--- src/rtl/bubble_page_loader_pkg.sv ---
// bubble_page_loader_pkg: shared constants, state codes and address helper for the page loader
package bubble_page_loader_pkg;
  localparam int BOOT_BASE = 2053;
  localparam int BOOT_BYTES = 478;
  localparam int USER_BASE = 7168;
  localparam int USER_BYTES = 146;
  localparam int POS_LIMIT = 8190;
  localparam logic [1:0] ST_IDLE = 2'd0;
  localparam logic [1:0] ST_FILL = 2'd1;
  localparam logic [1:0] ST_RUN = 2'd2;
  localparam logic [1:0] ST_FINISH = 2'd3;
  localparam logic [2:0] ACC_BOOT = 3'b110;
  localparam logic [2:0] ACC_USER = 3'b111;
  localparam logic LT_BOOT = ACC_BOOT[0];
  localparam logic LT_USER = ACC_USER[0];
  function automatic logic [14:0] wr_addr(input logic [12:0] pos, input logic ch);
    return {1'b0, pos, ch};
  endfunction
endpackage

--- src/rtl/bubble_page_loader_byte_serializer.sv ---
// bubble_page_loader_byte_serializer: byte shift register with one-deep holding register, MSB first
// Ports: clk/rst, clr (abort), fill/run (loader state), more (bytes left to request),
// din/din_valid/din_ready handshake, bit_out (current bit), last (final bit of byte),
// avail (a next byte is ready to follow without a gap), take (byte accepted this cycle).
module bubble_page_loader_byte_serializer (
  input  logic       clk,
  input  logic       rst,
  input  logic       clr,
  input  logic       fill,
  input  logic       run,
  input  logic       more,
  input  logic [7:0] din,
  input  logic       din_valid,
  output logic       din_ready,
  output logic       bit_out,
  output logic       last,
  output logic       avail,
  output logic       take
);
  logic [7:0] shift, hold;
  logic [2:0] cnt;
  logic hold_full;
  assign take = din_valid & din_ready & ~clr;
  assign last = run & (cnt == 3'd0);
  assign avail = hold_full | take;
  assign bit_out = shift[7];
  // din_ready is registered, so it drops for the cycle after a take to avoid a double accept
  always_ff @(posedge clk or posedge rst) begin
    if (rst) begin
      shift <= '0;
      hold <= '0;
      cnt <= '0;
      hold_full <= 1'b0;
      din_ready <= 1'b0;
    end else begin
      din_ready <= ~clr & ~take & (fill | (run & ~hold_full & more));
      hold_full <= ~clr & run & ~last & (hold_full | take);
      if (take) hold <= din;
      if (last ? avail : fill & take) begin
        shift <= hold_full ? hold : din;
        cnt <= 3'd7;
      end else if (run) begin
        shift <= {shift[6:0], 1'b0};
        cnt <= cnt - 3'd1;
      end
    end
  end
endmodule

--- src/rtl/bubble_page_loader.sv ---
// bubble_page_loader: loads a boot image or user page byte stream into the bubble output buffer, one bit per cycle
// Ports: MCLK/RST, LOADSTART/LOADTYPE command, ABORT, DIN/DINVALID/DINREADY stream,
// nOUTBUFWCLKEN/OUTBUFWADDR/OUTBUFWDATA buffer write port, BUSY and DONE status.
module bubble_page_loader #(
  parameter int BOOT_BASE = bubble_page_loader_pkg::BOOT_BASE,
  parameter int BOOT_BYTES = bubble_page_loader_pkg::BOOT_BYTES,
  parameter int USER_BASE = bubble_page_loader_pkg::USER_BASE,
  parameter int USER_BYTES = bubble_page_loader_pkg::USER_BYTES
) (
  input  logic        MCLK,
  input  logic        RST,
  input  logic        LOADSTART,
  input  logic        LOADTYPE,
  input  logic        ABORT,
  input  logic [7:0]  DIN,
  input  logic        DINVALID,
  output logic        DINREADY,
  output logic        nOUTBUFWCLKEN,
  output logic [14:0] OUTBUFWADDR,
  output logic        OUTBUFWDATA,
  output logic        BUSY,
  output logic        DONE
);
  import bubble_page_loader_pkg::*;
  logic [1:0] state;
  logic [13:0] pos;
  logic ch;
  logic [15:0] nreq, bytes_l;
  logic fill, run, more, bit_out, last, avail, take;
  assign fill = state == ST_FILL;
  assign run = state == ST_RUN;
  assign more = nreq < bytes_l;
  bubble_page_loader_byte_serializer u_ser (
    .clk(MCLK),
    .rst(RST),
    .clr(ABORT),
    .fill(fill),
    .run(run),
    .more(more),
    .din(DIN),
    .din_valid(DINVALID),
    .din_ready(DINREADY),
    .bit_out(bit_out),
    .last(last),
    .avail(avail),
    .take(take)
  );
  // pos is 14 bits wide so a page running past the top of the buffer stays above the guard instead of wrapping
  always_ff @(posedge MCLK or posedge RST) begin
    if (RST) begin
      state <= ST_IDLE;
      pos <= '0;
      ch <= 1'b0;
      nreq <= '0;
      bytes_l <= '0;
      nOUTBUFWCLKEN <= 1'b1;
      OUTBUFWADDR <= '0;
      OUTBUFWDATA <= 1'b0;
      BUSY <= 1'b0;
      DONE <= 1'b0;
    end else begin
      nOUTBUFWCLKEN <= ~(run & ~ABORT & pos < 14'(POS_LIMIT));
      OUTBUFWADDR <= wr_addr(pos[12:0], ch);
      OUTBUFWDATA <= bit_out;
      BUSY <= (fill | run) & ~ABORT;
      DONE <= state == ST_FINISH & ~ABORT;
      nreq <= nreq + 16'(take);
      if (run) begin
        ch <= ~ch;
        pos <= pos + 14'(ch);
      end
      if (ABORT & state != ST_IDLE) state <= ST_IDLE;
      else if (state == ST_IDLE & LOADSTART) begin
        state <= ST_FILL;
        pos <= LOADTYPE == LT_USER ? 14'(USER_BASE) : 14'(BOOT_BASE);
        bytes_l <= LOADTYPE == LT_USER ? 16'(USER_BYTES) : 16'(BOOT_BYTES);
        ch <= 1'b0;
        nreq <= '0;
      end else if (fill & take) state <= ST_RUN;
      else if (last & ~avail) state <= more ? ST_FILL : ST_FINISH;
      else if (state == ST_FINISH) state <= ST_IDLE;
    end
  end
endmodule

--- config.mk ---
export PLATFORM = sky130hd
export DESIGN_NAME = bubble_page_loader
export DESIGN_NICKNAME = d
export VERILOG_FILES = /design/src/rtl/bubble_page_loader_pkg.sv /design/src/rtl/bubble_page_loader_byte_serializer.sv /design/src/rtl/bubble_page_loader.sv
export SDC_FILE = /design/constraint.sdc
export NUM_CORES = 1
export LEC_CHECK = 0
export CORE_UTILIZATION = 25
export CTS_CLUSTER_DIAMETER = 60
export DETAILED_ROUTE_END_ITERATION = 10
export GPL_ROUTABILITY_DRIVEN = 0
export REMOVE_ABC_BUFFERS = 1
export SLEW_MARGIN = 20
export SYNTH_ARGS = -nofsm -noshare
export SYNTH_HDL_FRONTEND = slang
export SYNTH_SLANG_ARGS = --single-unit
--- constraint.sdc ---
create_clock -name MCLK -period 3.49 [get_ports MCLK]
set_input_delay 0.698 -clock MCLK [delete_from_list [all_inputs] [get_ports MCLK]]
set_output_delay 0.698 -clock MCLK [all_outputs]
set_load 0.02 [all_outputs]
======== After elaboration in Yosys (flattened, before gate mapping) ========
Cells that the tools add are included.
storage, ports and cells
  register bits ........................... 88
  input port bits ......................... 14
  output and inout bits ................... 20
  word-level logic and storage cells ...... 79
operators by class
  add/subtract/negate cells ............... 3
  order comparisons ....................... 2
  equality and inequality tests ........... 3
  multiplexer cells ....................... 22
  bitwise gates (word level) .............. 28
  reductions and logical operators ........ 6
operators by type and width
  kind                                                  count
  2-to-1 mux 14 bit                                     3
  2-to-1 mux 16 bit                                     2
  2-to-1 mux 8 bit                                      3
  bitwise AND 1 bit                                     17
  adder 16 x 1 -> 16 bit                                1
  < comparator 16 bit                                   1
  adder 14 x 1 -> 14 bit                                1
  < comparator 14 x 13 -> 1 bit, second input constant  1
  2-to-1 mux 13 bit                                     1
  2-to-1 mux 2 bit                                      6
  2-to-1 mux 9 bit                                      1
  NOT 1 bit                                             8
  2-to-1 mux 3 bit                                      2
  nonzero test 5 bit                                    1
  equality test 2 bit, second input constant            2
  2-to-1 mux 1 bit                                      4
  nonzero test 2 bit                                    2
  logical NOT 3 bit                                     1
  OR 1 bit                                              3
  subtractor 3 x 1 -> 3 bit, second input constant      1
  equality test 2 x 1 -> 1 bit, second input constant   1
  logical NOT 2 bit                                     1
  AND reduction 2 bit                                   1

======== Longest topological paths before layout ========
Gate-level depths: netlist of the first run.
  depth in word-level cells ............... 9
  depth in mapped cells ................... 8
  gate-level depth less buffers ........... 7

======== Modules after synthesis ========
A second synthesis of the first run with hierarchy kept.
second synthesis, totals
  cell total of the unflattened synthesis .. 317
  area, all modules ....................... 3,469.6 um^2
by module, submodules not included
  module                              times used  cells each  area an instance (um^2)  sequential area each (um^2)
  bubble_page_loader                  1           221         2,403.6                  1,327.5
  bubble_page_loader_byte_serializer  1           96          1,066.0                  525.5

======== Least setup slack after synthesis of the first run ========
OpenSTA, ideal clock, no wires.
  path type ............................... input port to flip-flop
  from .................................... input ABORT
  to ...................................... register nreq[14]
  setup time .............................. 78 ps
  data arrival time ....................... 2,325 ps
  required time ........................... 3,412 ps
  path slack .............................. 1,087 ps
  stages on the path ...................... 7
  buffers on the path ..................... 1
  cells stage by stage .................... and3b_1 > buf_2 > ha_1 > ha_1 > nand2_1 > or4_1 > a21oi_1
on the way
  word-level cells in the longest chain between the ends .. 5
  elaborated cells between the ends (all ways) .. 6
  classes of those cells .................. 1 x add/sub; 2 x mux; 3 x bitwise
RTL lines
  item                      line                                      text
  from (decl)               bubble_page_loader.sv:14                  input logic ABORT,
  NOT 1 bit *               bubble_page_loader_byte_serializer.sv:23  assign take = din_valid & din_ready & ~clr;
  bitwise AND 1 bit *       bubble_page_loader_byte_serializer.sv:23
  named net take            bubble_page_loader.sv:29                  logic fill, run, more, bit_out, last, avail, take;
  adder 16 x 1 -> 16 bit *  bubble_page_loader.sv:67                  nreq <= nreq + 16'(take);
  2-to-1 mux 16 bit         bubble_page_loader.sv:73                  else if (state == ST_IDLE & LOADSTART) begin
  2-to-1 mux 16 bit *       bubble_page_loader.sv:72                  if (ABORT & state != ST_IDLE) state <= ST_IDLE;
  to (signal assigned)      bubble_page_loader.sv:67
  to (decl)                 bubble_page_loader.sv:28                  logic [15:0] nreq, bytes_l;
Mark *: on every way through the listed nets, which the timed path passes. The rest lies on a longest branch.
A chain may end at the register's enable or synchronous reset.

======== Worst setup path after layout of the first run ========
  from .................................... input ABORT
  to ...................................... register nreq[14]
on the way
  word-level cells in the longest chain between the ends .. 5
  elaborated cells between the ends (all ways) .. 6
  classes of those cells .................. 1 x add/sub; 2 x mux; 3 x bitwise
RTL lines
  item                    line
  NOT 1 bit               bubble_page_loader_byte_serializer.sv:23
  bitwise AND 1 bit       bubble_page_loader_byte_serializer.sv:23
  adder 16 x 1 -> 16 bit  bubble_page_loader.sv:67
  2-to-1 mux 16 bit       bubble_page_loader.sv:73
  2-to-1 mux 16 bit *     bubble_page_loader.sv:72
Mark *: on every way between the ends. The rest lies on a longest branch, timed or not.

==> qor.txt, run 1 <==
POWER AND IR DROP
---------------------------------------------------------------------------------
IR Drop Worst-Case VDD                                                0.0004169 V
Switching share of total power                                             0.2745
Clock power share                                                           0.358
Combinational share of power                                                0.205
Share of total power in sequential cells                                    0.436
Static leakage                                                        0.001810 uW
Total power of the final layout                                           2639 uW
Pwr/cell area                                                        614.7 nW/um^2
Internal Pwr Total                                                        1914 uW
NetSw                                                                    724.3 uW

GLOBAL ROUTING
---------------------------------------------------------------------------------
Number of antenna violations at the first check in global routing               0
Total routing resource utilization after global routing                    0.1011
Vias in the first global route                                              2,307
Global-route wire length before repair                                  11,270 um
GR Overflow Total                                                               0
Pin count of the biggest net entering global routing                           33

SYNTH
---------------------------------------------------------------------------------
Top cells by area, synth                                             dfrtp_1, mux2i_1, ha_1, xnor2_1, nor2_1
Main flop type after synthesis                                            dfrtp_1
Share of the synthesized area in the top cell type                         0.5328
Mapped Cells                                                                  306
Async set or reset register ratio after synthesis                           1.000
Synth Cell Area                                                        3428 sq um
Synthesis warning total                                                         0
Count of unique library cells instantiated by Yosys                            42
Number of synthesized flops with an enable pin                                  0
Library cell occupying the most area in the post-synthesis netlist        dfrtp_1
Flop and latch count out of synthesis                                          74
Proportion of synthesized chip area in sequential cells                    0.5405
Mean cell area of the mapped netlist                                  11.20 sq um

FLOORPLAN
---------------------------------------------------------------------------------
Overall die area                                                     14,190 sq um
Width of the chip                                                        119.1 um
Initial core utilization                                                   0.2579
# IOs                                                                          34
# rows                                                                         42
CORE AREA                                                            13,300 sq um
Die extent in y                                                          119.1 um

SETUP PATH
---------------------------------------------------------------------------------
Maximum fanout count along the critical path                                    6
Type of element launching the critical path                            input port
Critical path data arrival time                                           2810 ps
Category of the worst setup path capture point                               flop
Worst Path Required                                                       3750 ps
Crit path kind                                                       input port to flop
FF-to-FF setup slack                                                      1230 ps

FINISH
---------------------------------------------------------------------------------
Leading cell types in the layout, fill and taps excluded             dfrtp_1, clkdlybuf4s50_1, nor2_1, mux2i_1, nand2_1
Number of diodes                                                                0
Commonest non-fill, non-tap cell in the layout                            dfrtp_1
Layout cells sized above 1                                                 0.1029
Layout Nets                                                                   375
Share of the core filled with cells in the final layout                    0.3229
Area growth from synthesis to final layout                                 25.22%

ROUTING
---------------------------------------------------------------------------------
Number of design rule violations left after detail routing                      0
Drt wl/cell                                                              12.27 um
Detail Route Antenna Nets                                                       0
Final wirelength                                                          6452 um
Vias after detailed routing                                                 2,329
Total iterations of the first detailed-routing run                              4
Number of DRC markers after the initial detailed-route iteration              112
Via count normalized by instance count                                      4.428

CLOCK NETWORK
---------------------------------------------------------------------------------
Root buffer cell                                                        clkbuf_16
Number of hold-repair buffers added at the cts stage                            0
Maximum number of buffers from clock root to sink                               2
Clock-pin slew on the worst setup and hold paths                            60 ps
Count of instances resized after the clock tree is built                        0
Number of buffers inserted during clock tree synthesis                          9
Clock tree from TritonCTS                                                     yes
Setup repair bufs after CTS                                                     0
Number of clock sinks seen by CTS                                              74
Clock Latency Late Sink                                                    330 ps
CTS H-Tree Depth                                                                3

TIMING
---------------------------------------------------------------------------------
Max_slew headroom                                                          0.5503
Max-slew violation total from the final report                                  0
Clock period minus worst slack                                            2553 ps
Slew of the pin with the lowest slew margin                              674.6 ps
Count of final setup violators                                                  0
Hold violation total from the final report                                      0
Post-route fraction of the period consumed by the critical path            0.7315
RSZ-0062 raised after global routing                                        false
Setup tns final                                                              0 ps
Highest achievable clock rate                                           391.7 MHz
Setup Skew                                                               6.254 ps

WORST HOLD PATH
---------------------------------------------------------------------------------
Min-delay worst type                                                 flop to flop

OUTCOME
---------------------------------------------------------------------------------
Outcome                                                              complete, no violations

PLACED DESIGN
---------------------------------------------------------------------------------
HPWL after detailed placement                                             4507 um
Number of I/O port buffers                                                     32

RUN
---------------------------------------------------------------------------------
Max Cap Violations                                                              0

kinds of logic (layout without fill, tap and decap cells):
kind of cell	count (synthesis)	count (layout)	synth area share
AND/OR/NAND/NOR	109	109	0.1672
other	1	1	0.001094
AO/OA/AOI/OAI	31	31	0.05365
XOR/XNOR	23	23	0.05876
adder cells (fa/ha/maj)	16	16	0.05839
multiplexers	32	32	0.09635
flip-flops	74	74	0.5405
buffers and inverters	20	64	0.02408
layout make-up:
type	count	area [sq um]
inverters	11	41.29
well taps	176	220.2
flip-flops and latches	74	1853
multi-input cells	212	1493
clock buffers	12	266.5
clock inverters	4	48.80
repair buffers	37	370.4
fillers	1353	9002
state kept, by name (all words and copies together) (netlist names), 2 cells and up:
name and flops:
u_ser.cnt 3, nreq 16, u_ser.hold 8, u_ser.shift 8
state 2, OUTBUFWADDR 14, pos 14, bytes_l 2
power by group through the flow:
stage               combinational (uW)  clock, uW  sequential (uW)
floorplan                          310          0             1190
global placement                   534          0             1160
CTS                                553        981             1150
detailed placement                 549          0             1170
finish                             542        946             1150
global route                       617       1010             1180
cells in the mapped netlist, types with 5 or more instances:
cell type	count
nor2_1	31
nor4_1	7
xnor2_1	14
xor2_1	9
nand3_1	11
inv_1	11
mux2i_1	24
nand4_1	6
ha_1	16
nand2_1	20
mux2_2	8
o21ai_0	8
nor2b_1	5
dfrtp_1	73
nor3_1	8
a21oi_1	14
final timing paths:
path / depth (start not counted) / to / startpoint
max in group asynchronous: 3 / state[0] / RST
worst max register to register: 6 / state[1] / state[0]
worst max-delay path: 7 / nreq[14] / ABORT
worst min-delay path: 0 / OUTBUFWDATA / u_ser.shift[7]
worst min register to register: 0 / OUTBUFWDATA / u_ser.shift[7]
min in group asynchronous: 2 / pos[12] / RST
worst max-delay path: stages:
cell,delay (ps)
clkdlybuf4s50_1,520
and3b_1,290
ha_1,230
ha_1,280
nand2_1,130
or4_1,490
a21oi_1,160
per-layer routing:
layer	vias up	track usage	wire, um
met1	1139	0.1310	3136
met3	7	0.03927	306
li1	1143	-	-
met4	0	0.03085	56
met5	-	0	0
met2	40	0.1544	2953
metrics by stage:
step	cell area (sq um)	cells	setup slack [ps]	hold slack [ps]
6_report	4293	526	937.2	370.4
3_3_place_gp	3978	510	753.8	372.2
3_5_place_dp	3978	510	614.3	367.9
5_1_grt	4293	526	743.4	385.1
2_1_floorplan	3387	297	912.0	353.0
4_1_cts	4293	526	970.8	372.4
(Power assumes the default switching activity.)
==> inputs of run 2 (changes only) <==
- clock period: 3.49 -> 2.6 ns (I/O delays scaled with it)
==> qor.txt, run 2 (same netlist as run 1, synthesis figures left out) <==
CLOCK NETWORK
--------------------------------------------------------------------------------
Number of hold-repair buffers added at the cts stage                           0
Clock-pin slew on the worst setup and hold paths                           60 ps
Clock tree from TritonCTS                                                    yes
Setup repair bufs after CTS                                                    0
Count of instances resized after the clock tree is built                       0
Number of buffers inserted during clock tree synthesis                         9
CTS H-Tree Depth                                                               3
Number of clock sinks seen by CTS                                             74
Root buffer cell                                                       clkbuf_16
Clock Latency Late Sink                                                   340 ps
Maximum number of buffers from clock root to sink                              2

FINISH
--------------------------------------------------------------------------------
Leading cell types in the layout, fill and taps excluded            dfrtp_1, clkdlybuf4s50_1, nor2_1, mux2i_1, nand2_1
Area growth from synthesis to final layout                                25.11%
Number of diodes                                                               0
Final Instance Count excl. Fillers                                           528
Design area                                                           4289 sq um
Layout cells sized above 1                                                0.1051
Largest registers in the final layout                               nreq (16), OUTBUFWADDR (14), pos (14)
Layout Nets                                                                  377
Largest register FFs                                                          16
Commonest non-fill, non-tap cell in the layout                           dfrtp_1
Top reg by flops                                                            nreq

ROUTING
--------------------------------------------------------------------------------
Number of DRC markers after the initial detailed-route iteration             124
Vias after detailed routing                                                2,359
Highest metal layer used by the detailed router                             met4
Drt wl/cell                                                             12.34 um
Detail Route Antenna Nets                                                      0
Met3 routed wirelength                                                    361 um
Total iterations of the first detailed-routing run                             4
Final wirelength                                                         6514 um
Sum of met2 wire segment lengths after detailed routing                  3001 um
Number of design rule violations left after detail routing                     0
Met1 routed wirelength after detailed routing                            3052 um
Via count normalized by instance count                                     4.468

OUTCOME
--------------------------------------------------------------------------------
Outcome                                                             complete, no violations

TIMING
--------------------------------------------------------------------------------
Max-slew violation total from the final report                                 0
Final-layout worst hold slack                                           391.0 ps
Clock period minus worst slack                                           2134 ps
Post-route fraction of the period consumed by the critical path           0.8207
Setup tns final                                                             0 ps
Hold violation total from the final report                                     0
Setup Skew                                                              5.708 ps
RSZ-0062 raised after global routing                                       false
Highest achievable clock rate                                          468.7 MHz
Max_slew headroom                                                         0.5884
Count of final setup violators                                                 0
Slew of the pin with the lowest slew margin                             617.4 ps

SETUP PATH
--------------------------------------------------------------------------------
Reg2Reg Launch Point                                                    state[0]
FF-to-FF setup slack                                                      530 ps
Number of cells on the worst reg-to-reg path                                   6
Crit path kind                                                      input port to flop
Ordered list of cells on the worst path                             clkdlybuf4s50_1 > and3b_1 > ha_1 > ha_1 > nand2_1 > or4_1 > a21oi_1
Highest-delay cell along the critical path                          clkdlybuf4s50_1
Launch point of the worst path                                          DINVALID
Worst Path Required                                                      2860 ps
Endpoint of the lowest-slack register-to-register path                   pos[13]
Category of the worst setup path capture point                              flop
Biggest cell delay along the critical path                                510 ps
Type of element launching the critical path                           input port
Maximum fanout count along the critical path                                   4
Critical path data arrival time                                          2390 ps
CP most frequent cell                                                       ha_1

GLOBAL ROUTING
--------------------------------------------------------------------------------
Vias in the first global route                                             2,392
Number of antenna violations at the first check in global routing              0
Total routing resource utilization after global routing                   0.1038
Pin count of the biggest net entering global routing                          35
GR Overflow Total                                                              0
Global-route wire length before repair                                 11,540 um

RUN
--------------------------------------------------------------------------------
Max Cap Violations                                                             0

WORST HOLD PATH
--------------------------------------------------------------------------------
Beginning of the worst hold path                                    u_ser.shift[7]
Min-delay worst type                                                flop to flop
Hold path cells                                                                0
Hold Crit Endpoint                                                   OUTBUFWDATA

PLACED DESIGN
--------------------------------------------------------------------------------
Number of I/O port buffers                                                    32
HPWL after detailed placement                                            4603 um
Area post-placement                                                   3993 sq um
Post-placement cell count                                                    512

POWER AND IR DROP
--------------------------------------------------------------------------------
IR Drop Worst-Case VDD                                               0.0004809 V
Static leakage                                                       0.001800 uW
Pwr/cell area                                                       817.1 nW/um^2

FLOORPLAN
--------------------------------------------------------------------------------
Die extent in y                                                         119.1 um
Width of the chip                                                       119.1 um
Initial core utilization                                                  0.2579
# rows                                                                        42
Overall die area                                                    14,190 sq um
# IOs                                                                         34
CORE AREA                                                           13,300 sq um

run 2: worst max path at each step:
stage,slack (ps),end,cells after the start
final,470,nreq[14],7
after global routing,300,pos[13],6
after CTS,460,nreq[14],7
after detailed placement,110,nreq[14],7
after global placement,160,nreq[14],7
after floorplan,200,BUSY,1
run 2: cell type report:
cell class	count	area, sq um
fill	1355	9006
clock buffer	10	229.0
inverter	11	41.29
timing repair buffer	39	385.4
multi-input combinational	212	1493
sequential	74	1853
clock inverter	6	67.56
tap	176	220.2
run 2: worst max-delay path: cells and delay by family:
kind / cells / cell delay [ps]
adders and majority gates: 2 / 400
AOI/OAI and AO/OA: 1 / 170
and+or+nand+nor: 3 / 780
buffers and inverters: 1 / 510
run 2: routing by layer:
layer | GRT usage | vias up
met5 | 0 | -
met4 | 0.03560 | 0
met3 | 0.04023 | 10
met2 | 0.1602 | 52
met1 | 0.1318 | 1158
li1 | - | 1139
run 2: where the power goes:
group	internal, uW	total, uW	switching (uW)
Sequential	1400	1550	149
Combinational	349	728	379
Clock	744	1230	483
run 2: per-stage QoR:
step                total power, uW  setup slack [ps]  utilization
finish                         3505             466.3       0.3226
global route                   3727             303.8       0.3226
CTS                            3554             461.6       0.3226
detailed placement             2311             114.0       0.3003
global placement               2278             162.0       0.3003
floorplan                      2015             200.0            -
